--- config.mk ---
export PLATFORM = sky130hd
export DESIGN_NAME = freq_meas
export DESIGN_NICKNAME = d
export VERILOG_FILES = /design/src/rtl/freq_meas_pkg.sv /design/src/rtl/freq_meas_satcnt.sv /design/src/rtl/freq_meas.sv
export SDC_FILE = /design/constraint.sdc
export NUM_CORES = 1
export LEC_CHECK = 0
export ABC_CLOCK_PERIOD_IN_PS = 1800
export CORE_AREA = 2 2 63 65
export DETAILED_ROUTE_END_ITERATION = 7
export DIE_AREA = 0 0 65 67
export PLACE_DENSITY = 0.73
export SLEW_MARGIN = 20
export SYNTH_ARGS = -nofsm -noshare
export SYNTH_HDL_FRONTEND = slang
export SYNTH_SLANG_ARGS = --single-unit
--- constraint.sdc ---
create_clock -name clock -period 1.8 [get_ports clock]
set_input_delay 0.45 -clock clock [delete_from_list [all_inputs] [get_ports clock]]
set_output_delay 0.45 -clock clock [all_outputs]
set_load 0.005 [all_outputs]
--- src/rtl/freq_meas_pkg.sv ---
// Shared types and constants for the pulse-train period/high-time meter.
package freq_meas_pkg;

  typedef enum logic {
    FM_ARM  = 1'b0,
    FM_MEAS = 1'b1
  } fm_state_t;

  localparam int unsigned FM_MIN_BITS = 2;
  localparam int unsigned FM_MAX_BITS = 32;

  // All-ones value for a counter of the given width; 32-bit result so it
  // can be sliced down by callers of any supported width.
  function automatic logic [31:0] fm_max(input int unsigned nb);
    if (nb >= 32)
      return 32'hFFFF_FFFF;
    else
      return (32'd1 << nb) - 32'd1;
  endfunction

endpackage

--- src/rtl/freq_meas_satcnt.sv ---
// Saturating up-counter with load-to-one, increment enable and at-max flag.
module freq_meas_satcnt
  import freq_meas_pkg::*;
#(
  parameter int unsigned numBits = 8
) (
  input  logic               clock,
  input  logic               reset,
  input  logic               clr,
  input  logic               load1,
  input  logic               inc,
  output logic [numBits-1:0] count,
  output logic               at_max
);

  localparam logic [31:0]        MAX32 = fm_max(numBits);
  localparam logic [numBits-1:0] MAX   = MAX32[numBits-1:0];
  localparam logic [numBits-1:0] ONE   = {{(numBits-1){1'b0}}, 1'b1};

  assign at_max = (count == MAX);

  always_ff @(posedge clock) begin
    if (reset || clr)
      count <= '0;
    else if (load1)
      count <= ONE;
    else if (inc && !at_max)
      count <= count + ONE;
  end

endmodule

--- src/rtl/freq_meas.sv ---
// Measures period and high time of a synchronous pulse train, publishing one
// sample per rising edge of sig once armed.
module freq_meas
  import freq_meas_pkg::*;
#(
  parameter int unsigned numBits = 8
) (
  input  logic               clock,
  input  logic               reset,
  input  logic               en,
  input  logic               sig,
  output logic [numBits-1:0] period,
  output logic [numBits-1:0] high_time,
  output logic               valid,
  output logic               ovf,
  output logic               armed
);

  fm_state_t          state;
  logic               sig_d;
  logic               rise;
  logic               ovf_int;
  logic               meas_step;
  logic [numBits-1:0] cnt;
  logic [numBits-1:0] hcnt;
  logic               cnt_max;
  logic               hcnt_max;

  assign rise      = sig & ~sig_d;
  assign meas_step = en & ~rise & (state == FM_MEAS);

  freq_meas_satcnt #(.numBits(numBits)) u_period_cnt (
    .clock  (clock),
    .reset  (reset),
    .clr    (~en),
    .load1  (en & rise),
    .inc    (meas_step),
    .count  (cnt),
    .at_max (cnt_max)
  );

  freq_meas_satcnt #(.numBits(numBits)) u_high_cnt (
    .clock  (clock),
    .reset  (reset),
    .clr    (~en),
    .load1  (en & rise),
    .inc    (meas_step & sig),
    .count  (hcnt),
    .at_max (hcnt_max)
  );

  // sig_d resets high so a level that is already high at reset release
  // cannot be mistaken for a rising edge.
  always_ff @(posedge clock) begin
    if (reset) begin
      state     <= FM_ARM;
      sig_d     <= 1'b1;
      ovf_int   <= 1'b0;
      period    <= '0;
      high_time <= '0;
      valid     <= 1'b0;
      ovf       <= 1'b0;
      armed     <= 1'b0;
    end else begin
      sig_d <= sig;
      valid <= 1'b0;
      if (!en) begin
        state   <= FM_ARM;
        ovf_int <= 1'b0;
        armed   <= 1'b0;
      end else begin
        unique case (state)
          FM_ARM: begin
            if (rise) begin
              state   <= FM_MEAS;
              armed   <= 1'b1;
              ovf_int <= 1'b0;
            end
          end
          FM_MEAS: begin
            if (rise) begin
              period    <= cnt;
              high_time <= hcnt;
              ovf       <= ovf_int;
              valid     <= 1'b1;
              ovf_int   <= 1'b0;
            end else if (cnt_max || (sig && hcnt_max)) begin
              ovf_int <= 1'b1;
            end
          end
          default: begin
            state <= FM_ARM;
            armed <= 1'b0;
          end
        endcase
      end
    end
  end

endmodule
==> results.ini, run 1 <==
[placed_design]
dp.cells=260
place_area_mm2=0.00191
preCtsSetupSlack_ns=-0.260
dp_hpwl_mm=2.15
place.gp.congestion=0.823
io_buffers=22

[floorplanning]
start_util=0.433
die-area_mm2=0.00436
rows=22
pin_count=23
core-area_mm2=0.00361
die_h_um=67
fp.dieW_um=65

[timing]
worst_slack_ns=0.133
max_freq_mhz=600
finalSetupTns_ns=0
worst_pin_slew_ns=0.346
rsz0062_at_grt=false
fin_crit_sh=0.926
finalHoldViolations=0
setup_viol=0
fin_crit_ns=1.67
slew_violations=0
clock_skew_ns=0.00532
slew_headroom=0.769

[setup_path]
critPathKind=in -> reg
regToRegStartpoint=u_period_cnt.count[0]$_SDFFE_PP0P_
required_ns=2.02
crit_path_end_kind=flip-flop
start_kind=input pin
rr_worst_depth=5
critical_path_arrival_ns=1.89
critPathMaxFanout=12
rr_endpoint=u_period_cnt.count[6]$_SDFFE_PP0P_
rrSetupSlack_ns=0.16

[yosys]
synth_top_flop_cell=dfxtp_1
synth-seq-area-share=0.487
ys_warn_count=0
synth_nets=192
synth-seq-cells=38
async_flop_share=0
synth-edff-count=0
ys_types=35
syn_area_per_cell_um2=8.40
synth_area_mm2=0.00156
syn_inst=186

[min_path]
hold_end=high_time[3]$_SDFFE_PP0P_
hp-class=reg -> reg
min-delay-start=high_time[3]$_SDFFE_PP0P_
whs_path_depth=2

[grt]
grt_pass1_vias=1165
grt_max_degree=20
antenna_found_initial=0
grt_pass1_wl_mm=5.24
use_met2=0.227
grt.overflow.total=0
busiest_layer=met2
grt_use_met1=0.213
grtUsageMet3=0.0456
grt_usage=0.160

[cells_and_area]
drive_gt1_frac=0.110
fin_nets=225
fillers=367
final_util=0.556
final_common_cell=nand2_1
multi_input_area_um2=761
post-route-cell-area_mm2=0.00200
diodes=0
syn_to_final_growth_pct=28.3
seq_area_um2=761
layout_common_cells=nand2_1, dfxtp_1, a21oi_1, clkdlybuf4s50_1, nor2_1
fin_cells=266

[power]
max-vdd-ir-drop_mv=0.365
powerDensity_mw_per_mm2=732
leakagePower_nw=0.676

[cts]
insertion_delay_ns=0.29
cts_tree=yes
numCtsBuffers=5
cts_buffer_depth=2
clkTransAtPathRegs_ns=0.07
holdBufCountCts=0
cts_root_buf=clkbuf_8
htreeDepth=2
clock-sinks=38

[run_status]
status=finished, final reports clean

[routing]
finalWirelength_mm=3.04
drt_iter0_markers=38
avgRoutedWirePerCell_um=11.4
viasPerCell=5.09
drt-pass1-iter-count=5
ant_nets=0
drc=0
vias=1353

[flow_run]
drv_cap=0

[power breakdown]
part | internal [mW] | total [mW] | switching [mW]
combinational | 0.0237 | 0.0534 | 0.0297
clock | 0.295 | 0.566 | 0.271
sequential | 0.844 | 0.848 | 0.00354
[metal layers]
metal	vias to the layer above	share of wire
li1	713	-
met1	602	0.50
met2	32	0.42
met3	6	0.047
met4	0	0.026
met5	-	0
[kinds of logic (layout without fill, tap and decap cells)]
logic type,count (synthesis),count (layout),synth area share
AOI/OAI and AO/OA,42,42,0.159
xor gates and xnor gates,4,4,0.0224
DFF,38,38,0.487
and+or+nand+nor,86,86,0.263
muxes,3,3,0.0192
buffers and inverters,11,43,0.0336
adders and majority gates,2,2,0.0160
[worst max path at each step]
stage / slack, ns / start / to
finish: 0.13 / sig / u_period_cnt.count[6]$_SDFFE_PP0P_
global placement: -0.20 / en / u_period_cnt.count[5]$_SDFFE_PP0P_
CTS: 0.04 / en / u_period_cnt.count[6]$_SDFFE_PP0P_
global route: 0.02 / sig / u_period_cnt.count[7]$_SDFFE_PP0P_
detailed placement: -0.26 / en / u_period_cnt.count[6]$_SDFFE_PP0P_
floorplan: 0.26 / u_period_cnt.count[0]$_SDFFE_PP0P_ / u_period_cnt.count[7]$_SDFFE_PP0P_
[registers in the layout (all words and copies together) (netlist names)]
name                flops
u_period_cnt.count      8
armed                   1
valid                   1
u_high_cnt.count        8
state                   1
ovf                     1
ovf_int                 1
high_time               8
period                  8
sig_d                   1
[worst max-delay path, cell delays in order]
cell,delay (ns)
clkdlybuf4s50_1,0.51
nand2b_2,0.15
o2111ai_4,0.18
or4_1,0.44
a21oi_1,0.16
[through the flow]
stage	total power, mW	hold WS, ns
final	1.47	0.453
after global placement	0.918	0.445
after floorplan	0.892	0.425
after global routing	1.54	0.472
after CTS	1.49	0.457
after detailed placement	0.919	0.448
[area by class of cell]
class | instances | share of cell area
tap | 48 | 0.0300
clock buffer | 6 | 0.0412
inverter | 2 | 0.00375
timing repair buffer | 35 | 0.166
sequential | 38 | 0.380
multi-input combinational | 137 | 0.380
[synth_stat cells (2+ instances only)]
| library cell | n | area [µm²] |
|---|---|---|
| or3_1 | 4 | 25.0 |
| nand2_1 | 42 | 158 |
| o41ai_1 | 2 | 17.5 |
| buf_2 | 3 | 15.0 |
| mux2i_1 | 3 | 30.0 |
| clkbuf_1 | 5 | 18.8 |
| dfxtp_1 | 38 | 761 |
| a21oi_1 | 27 | 135 |
| nand3_1 | 7 | 35.0 |
| nand4_1 | 2 | 12.5 |
| or4_1 | 4 | 30.0 |
| ha_1 | 2 | 25.0 |
| nand4_2 | 2 | 25.0 |
| o21ai_0 | 5 | 25.0 |
| inv_1 | 2 | 7.51 |
| nor2_1 | 15 | 56.3 |
| o31ai_1 | 3 | 22.5 |
| xnor2_1 | 3 | 26.3 |
[what timing repair did]
item | 4_1_cts | 5_1_grt
setup endpoints to repair | 0 | 4
resized for setup | 0 | 2
endpoints found under the hold margin | 0 | 0
buffers inserted | 0 | 0
Note: power is estimated with default switching activity, not from simulation.
==> run 2, diff against run 1 <==
--- a/config.mk
+++ b/config.mk
@@ -7,6 +7,7 @@
 export LEC_CHECK = 0
 export ABC_CLOCK_PERIOD_IN_PS = 1800
 export CORE_AREA = 2 2 63 65
+export CTS_BUF_LIST = sky130_fd_sc_hd__clkbuf_4
 export DETAILED_ROUTE_END_ITERATION = 7
 export DIE_AREA = 0 0 65 67
 export PLACE_DENSITY = 0.73
==> run 2 against run 1 <==
Via count rose by 0.30%. Die area did not move. Setup slack improved by 0.0037 ns. Global-route usage barely moved. Flip-flop and latch count did not move. Clock power fell by 31%. Utilization fell by 1.2 points. Register-to-register slack barely moved. Total power fell by 12%. Design area fell by 2.2%. Count of clock-buffer cells in the layout fell by 1. Largest power group unchanged.
==> results.ini, run 2 (synthesis gave the netlist of run 1 again) <==
[power]
max-vdd-ir-drop_mv=0.325  ; -11%
powerDensity_mw_per_mm2=659  ; -10%
seqPwrFrac=0.656  ; +0.078
finalPower_mw=1.29  ; -12%
clock_power_share=0.303  ; -0.083
p_sw_frac=0.225  ; +0.0173
p_sw_mw=0.290  ; -4.7%
combinationalPowerShare=0.041  ; +0.005
leakagePower_nw=0.648  ; -4.1%
internal-power_mw=1.00  ; -14%

[floorplanning]
rows=22  ; unchanged
core-area_mm2=0.00361  ; unchanged
fp.dieW_um=65  ; unchanged
die-area_mm2=0.00436  ; unchanged
pin_count=23  ; unchanged
die_h_um=67  ; unchanged
start_util=0.433  ; unchanged

[timing]
slew_violations=0  ; unchanged
worst_pin_slew_ns=0.349  ; +0.00321 ns
fin_crit_sh=0.924  ; -0.00205
clock_skew_ns=0.00575  ; +0.000433 ns
slew_headroom=0.767  ; -0.00215
rsz0062_at_grt=false
fin_crit_ns=1.66  ; -0.00369 ns
max_freq_mhz=601  ; +0.22%
finalHoldViolations=0  ; unchanged
setup_viol=0  ; unchanged

[placed_design]
place_area_mm2=0.00191  ; unchanged
place.gp.congestion=0.823  ; unchanged
io_buffers=22  ; unchanged
dp_hpwl_mm=2.15  ; unchanged

[min_path]
hold_end=high_time[3]$_SDFFE_PP0P_
min-delay-start=high_time[3]$_SDFFE_PP0P_
whs_path_depth=2  ; unchanged
hp-class=reg -> reg

[setup_path]
critical_path_arrival_ns=1.95  ; +0.06 ns
crit_path_end_kind=flip-flop
rr_endpoint=u_period_cnt.count[6]$_SDFFE_PP0P_
critPathMaxFanout=7  ; -5
rrSetupSlack_ns=0.15  ; about the same
regToRegStartpoint=u_period_cnt.count[0]$_SDFFE_PP0P_
start_kind=input pin
required_ns=2.08  ; +0.06 ns
critPathKind=in -> reg
rr_worst_depth=5  ; unchanged

[routing]
vias=1357  ; +0.30%
drt-pass1-iter-count=4  ; -1
ant_nets=0  ; unchanged
drt_iter0_markers=43  ; +13%
avgRoutedWirePerCell_um=11.3  ; -1.2%
viasPerCell=5.10  ; +0.30%
finalWirelength_mm=3.01  ; -1.2%
drc=0  ; unchanged

[grt]
grt_usage=0.160  ; -0.000360
grtUsageMet3=0.0557  ; +0.0101
grt_use_met1=0.214  ; +0.00104
busiest_layer=met2
antenna_found_initial=0  ; unchanged
grt_max_degree=20  ; unchanged
grt.overflow.total=0  ; unchanged
use_met2=0.224  ; -0.00258
grt_pass1_wl_mm=5.22  ; -0.40%
grt_pass1_vias=1168  ; +0.26%

[cts]
holdBufCountCts=0  ; unchanged
insertion_delay_ns=0.34  ; +0.05 ns
clkTransAtPathRegs_ns=0.10  ; +0.03 ns
cts_buffer_depth=2  ; unchanged
htreeDepth=2  ; unchanged
cts_tree=yes
cts_setup_buffers=0  ; unchanged
cts_resized=0  ; unchanged
clock-sinks=38  ; unchanged
cts_root_buf=clkbuf_4
numCtsBuffers=5  ; unchanged

[cells_and_area]
fin_nets=225  ; unchanged
post-route-cell-area_mm2=0.00196  ; -2.2%
final_common_cell=nand2_1
syn_to_final_growth_pct=25.5
fillers=366  ; -0.27%
seq_area_um2=761  ; unchanged
layout_common_cells=nand2_1, dfxtp_1, a21oi_1, clkdlybuf4s50_1, nor2_1
multi_input_area_um2=761  ; unchanged
drive_gt1_frac=0.106  ; -0.00459
diodes=0  ; unchanged

[flow_run]
drv_cap=0  ; unchanged

[run_status]
status=finished, final reports clean

run 2: changes by cell type in the layout (fill, tap and decap cells not counted):
cell,before,now
clkdlybuf4s50_1,21,22
clkinv_1,0,1
clkbuf_8,6,0
dlymetal6s2s_1,1,0
clkbuf_4,0,5
run 2: metrics by stage:
stage	setup slack [ns]	hold slack [ns]	TNS, ns	instances	utilization
after floorplan	0.262	0.425	0	186	-
after CTS	0.0783	0.462	0	266	0.541
final	0.136	0.458	0	266	0.544
after global routing	0.0167	0.478	0	266	0.544
after detailed placement	-0.260	0.448	-3.73	260	0.529
after global placement	-0.197	0.445	-2.81	260	0.529
run 2: power by group through the flow:
stage          Clock, mW  Sequential (mW)  Combinational, mW
4_1_cts            0.411            0.847             0.0531
2_1_floorplan          0            0.865             0.0264
6_report           0.391            0.847             0.0534
3_3_place_gp           0            0.866             0.0520
3_5_place_dp           0            0.867             0.0524
5_1_grt            0.460            0.848             0.0585
run 2: layout make-up:
class	instances	area share
Clock inverter	1	0.00191
Tap cell	48	0.0306
Timing Repair Buffer	35	0.168
Sequential cell	38	0.388
Multi-Input combinational cell	137	0.388
Clock buffer	5	0.0191
Inverter	2	0.00383
run 2: critical path: stages:
cell and delay [ns]:
clkdlybuf4s50_1 0.62, nand4_2 0.23, or4_1 0.51, a21oi_1 0.14
run 2: worst max path at each step:
stage                                       start                                 end
2_1_floorplan  u_period_cnt.count[0]$_SDFFE_PP0P_  u_period_cnt.count[7]$_SDFFE_PP0P_
3_3_place_gp                                   en  u_period_cnt.count[5]$_SDFFE_PP0P_
3_5_place_dp                                   en  u_period_cnt.count[6]$_SDFFE_PP0P_
4_1_cts        u_period_cnt.count[0]$_SDFFE_PP0P_  u_period_cnt.count[6]$_SDFFE_PP0P_
5_1_grt        u_period_cnt.count[0]$_SDFFE_PP0P_  u_period_cnt.count[7]$_SDFFE_PP0P_
6_report                                       en    u_high_cnt.count[7]$_SDFFE_PP0P_
run 2: layer usage:
metal	part of all wire	vias to the layer above
met5	0	-
met4	0.018	0
met3	0.048	4
met2	0.43	29
met1	0.51	609
li1	-	715
==> run 3, diff against run 2 <==
--- a/config.mk
+++ b/config.mk
@@ -6,11 +6,13 @@
 export NUM_CORES = 1
 export LEC_CHECK = 0
 export ABC_CLOCK_PERIOD_IN_PS = 1800
+export CAP_MARGIN = 20
 export CORE_AREA = 2 2 63 65
 export CTS_BUF_LIST = sky130_fd_sc_hd__clkbuf_4
 export DETAILED_ROUTE_END_ITERATION = 7
 export DIE_AREA = 0 0 65 67
 export PLACE_DENSITY = 0.73
+export REMOVE_ABC_BUFFERS = 1
 export SLEW_MARGIN = 20
 export SYNTH_ARGS = -nofsm -noshare
 export SYNTH_HDL_FRONTEND = slang
==> run 3 against run 2 <==
Critical path depth increased by 1. Largest cell class is now multi-input gates. Setup slack better by 0.023 ns. Global-route usage grew 0.31 points. Critical endpoint unchanged. Clock skew increased by 0.00052 ns. Die area unchanged.
==> results.ini, run 3 (synthesis gave the netlist of run 1 again) <==
[setup_path]
critPathMaxFanout=5  ; -2
critPathKind=in -> reg
critical_path_arrival_ns=1.87  ; -0.08 ns
required_ns=2.02  ; -0.06 ns
start_kind=input pin
crit_path_end_kind=flip-flop

[cts]
cts_tree=yes
holdBufCountCts=0  ; unchanged
numCtsBuffers=5  ; unchanged
insertion_delay_ns=0.33  ; about the same
cts_buffer_depth=2  ; unchanged
cts_root_buf=clkbuf_4
cts_resized=0  ; unchanged
htreeDepth=2  ; unchanged
clock-sinks=38  ; unchanged
clkTransAtPathRegs_ns=0.11  ; about the same
cts_setup_buffers=0  ; unchanged

[power]
powerDensity_mw_per_mm2=789  ; +20%
leakagePower_nw=0.683  ; +5.4%
p_sw_mw=0.311  ; +7.1%
internal-power_mw=1.30  ; +30%
combinationalPowerShare=0.035  ; -0.006
clock_power_share=0.438  ; +0.135
finalPower_mw=1.61  ; +25%
seqPwrFrac=0.527  ; -0.129
p_sw_frac=0.193  ; -0.0315
max-vdd-ir-drop_mv=0.348  ; +7.3%

[cells_and_area]
syn_to_final_growth_pct=30.4
layout_common_cells=nand2_1, dfxtp_1, a21oi_1, clkdlybuf4s50_1, nor2_1
fillers=344  ; -6.0%
diodes=0  ; unchanged
final_common_cell=nand2_1
fin_nets=225  ; unchanged
drive_gt1_frac=0.118  ; +0.0127

[timing]
worst_pin_slew_ns=0.340  ; -0.00913 ns
max_freq_mhz=609  ; +1.4%
fin_crit_sh=0.912  ; -0.0127
clock_skew_ns=0.00627  ; +0.000521 ns
slew_violations=0  ; unchanged
fin_crit_ns=1.64  ; -0.0228 ns
worst_slack_ns=0.159  ; +0.0228 ns
slew_headroom=0.773  ; +0.00626
rsz0062_at_grt=false
setup_viol=0  ; unchanged
finalHoldViolations=0  ; unchanged

[routing]
ant_nets=0  ; unchanged
viasPerCell=5.19  ; +1.7%
finalWirelength_mm=3.18  ; +5.6%
drt-pass1-iter-count=4  ; unchanged
drt_iter0_markers=101  ; +130%
avgRoutedWirePerCell_um=11.9  ; +4.8%
vias=1390  ; +2.4%
drc=0  ; unchanged

[grt]
grt.overflow.total=0  ; unchanged
grt_usage=0.163  ; +0.00312
grt_pass1_wl_mm=5.39  ; +3.2%
grt_max_degree=20  ; unchanged
antenna_found_initial=0  ; unchanged
grt_pass1_vias=1152  ; -1.4%

[placed_design]
dp_hpwl_mm=2.12  ; -1.3%
preCtsSetupSlack_ns=-0.181  ; +0.0793 ns
place.gp.congestion=0.895  ; +8.7%
io_buffers=22  ; unchanged

[floorplanning]
core-area_mm2=0.00361  ; unchanged
die_h_um=67  ; unchanged
rows=22  ; unchanged
pin_count=23  ; unchanged
start_util=0.433  ; unchanged
fp.dieW_um=65  ; unchanged
die-area_mm2=0.00436  ; unchanged

[min_path]
hp-class=reg -> reg

[run_status]
status=finished, final reports clean

[flow_run]
drv_cap=0  ; unchanged

## run 3: path summary, 6_finish.rpt
kind / endpoint / slack (ns) / cells past startpoint / start
setup reg to reg: u_period_cnt.count[6]$_SDFFE_PP0P_ / 0.21 / 5 / u_period_cnt.count[0]$_SDFFE_PP0P_
hold reg to reg: high_time[2]$_SDFFE_PP0P_ / 0.46 / 2 / high_time[2]$_SDFFE_PP0P_
setup / recovery: u_high_cnt.count[7]$_SDFFE_PP0P_ / 0.16 / 5 / en
hold / removal: high_time[2]$_SDFFE_PP0P_ / 0.46 / 2 / high_time[2]$_SDFFE_PP0P_
## run 3: routing by layer
layer | global-route usage | wire (µm) | vias up
li1 | - | - | 715
met5 | 0 | 0 | -
met1 | 0.217 | 1610 | 632
met3 | 0.0422 | 165 | 2
met4 | 0.0718 | 21 | 0
met2 | 0.247 | 1380 | 41
## run 3: power by group through the flow
stage               combinational [mW]  clock, mW  sequential [mW]
floorplan                       0.0185          0            0.866
global placement                0.0547          0            0.866
detailed placement              0.0550          0            0.866
CTS                             0.0556      0.729            0.847
global route                    0.0616      0.760            0.849
finish                          0.0562      0.705            0.848
## run 3: area by class of cell
class,count,area (µm²),area share
clock inverters,3,63.8,0.0313
clock buffers,5,37.5,0.0184
flip-flops and latches,38,761,0.373
multi-input cells,137,766,0.376
well taps,48,60.1,0.0295
repair buffers,35,343,0.168
inverters,2,7.51,0.00368
## run 3: critical path: stages
cell and delay (ns):
clkdlybuf4s50_1 0.59, nand4_2 0.21, buf_4 0.20, o41ai_1 0.31, a21oi_1 0.10
## run 3: per-stage QoR
stage | utilization | instances | hold WS (ns) | setup TNS [ns] | area [µm²]
after floorplan | - | 177 | 0.425 | 0 | 1520
after global placement | 0.533 | 260 | 0.443 | -1.78 | 1920
after detailed placement | 0.533 | 260 | 0.448 | -2.63 | 1920
after CTS | 0.561 | 268 | 0.463 | 0 | 2020
after global routing | 0.565 | 268 | 0.477 | 0 | 2040
final | 0.565 | 268 | 0.459 | 0 | 2040
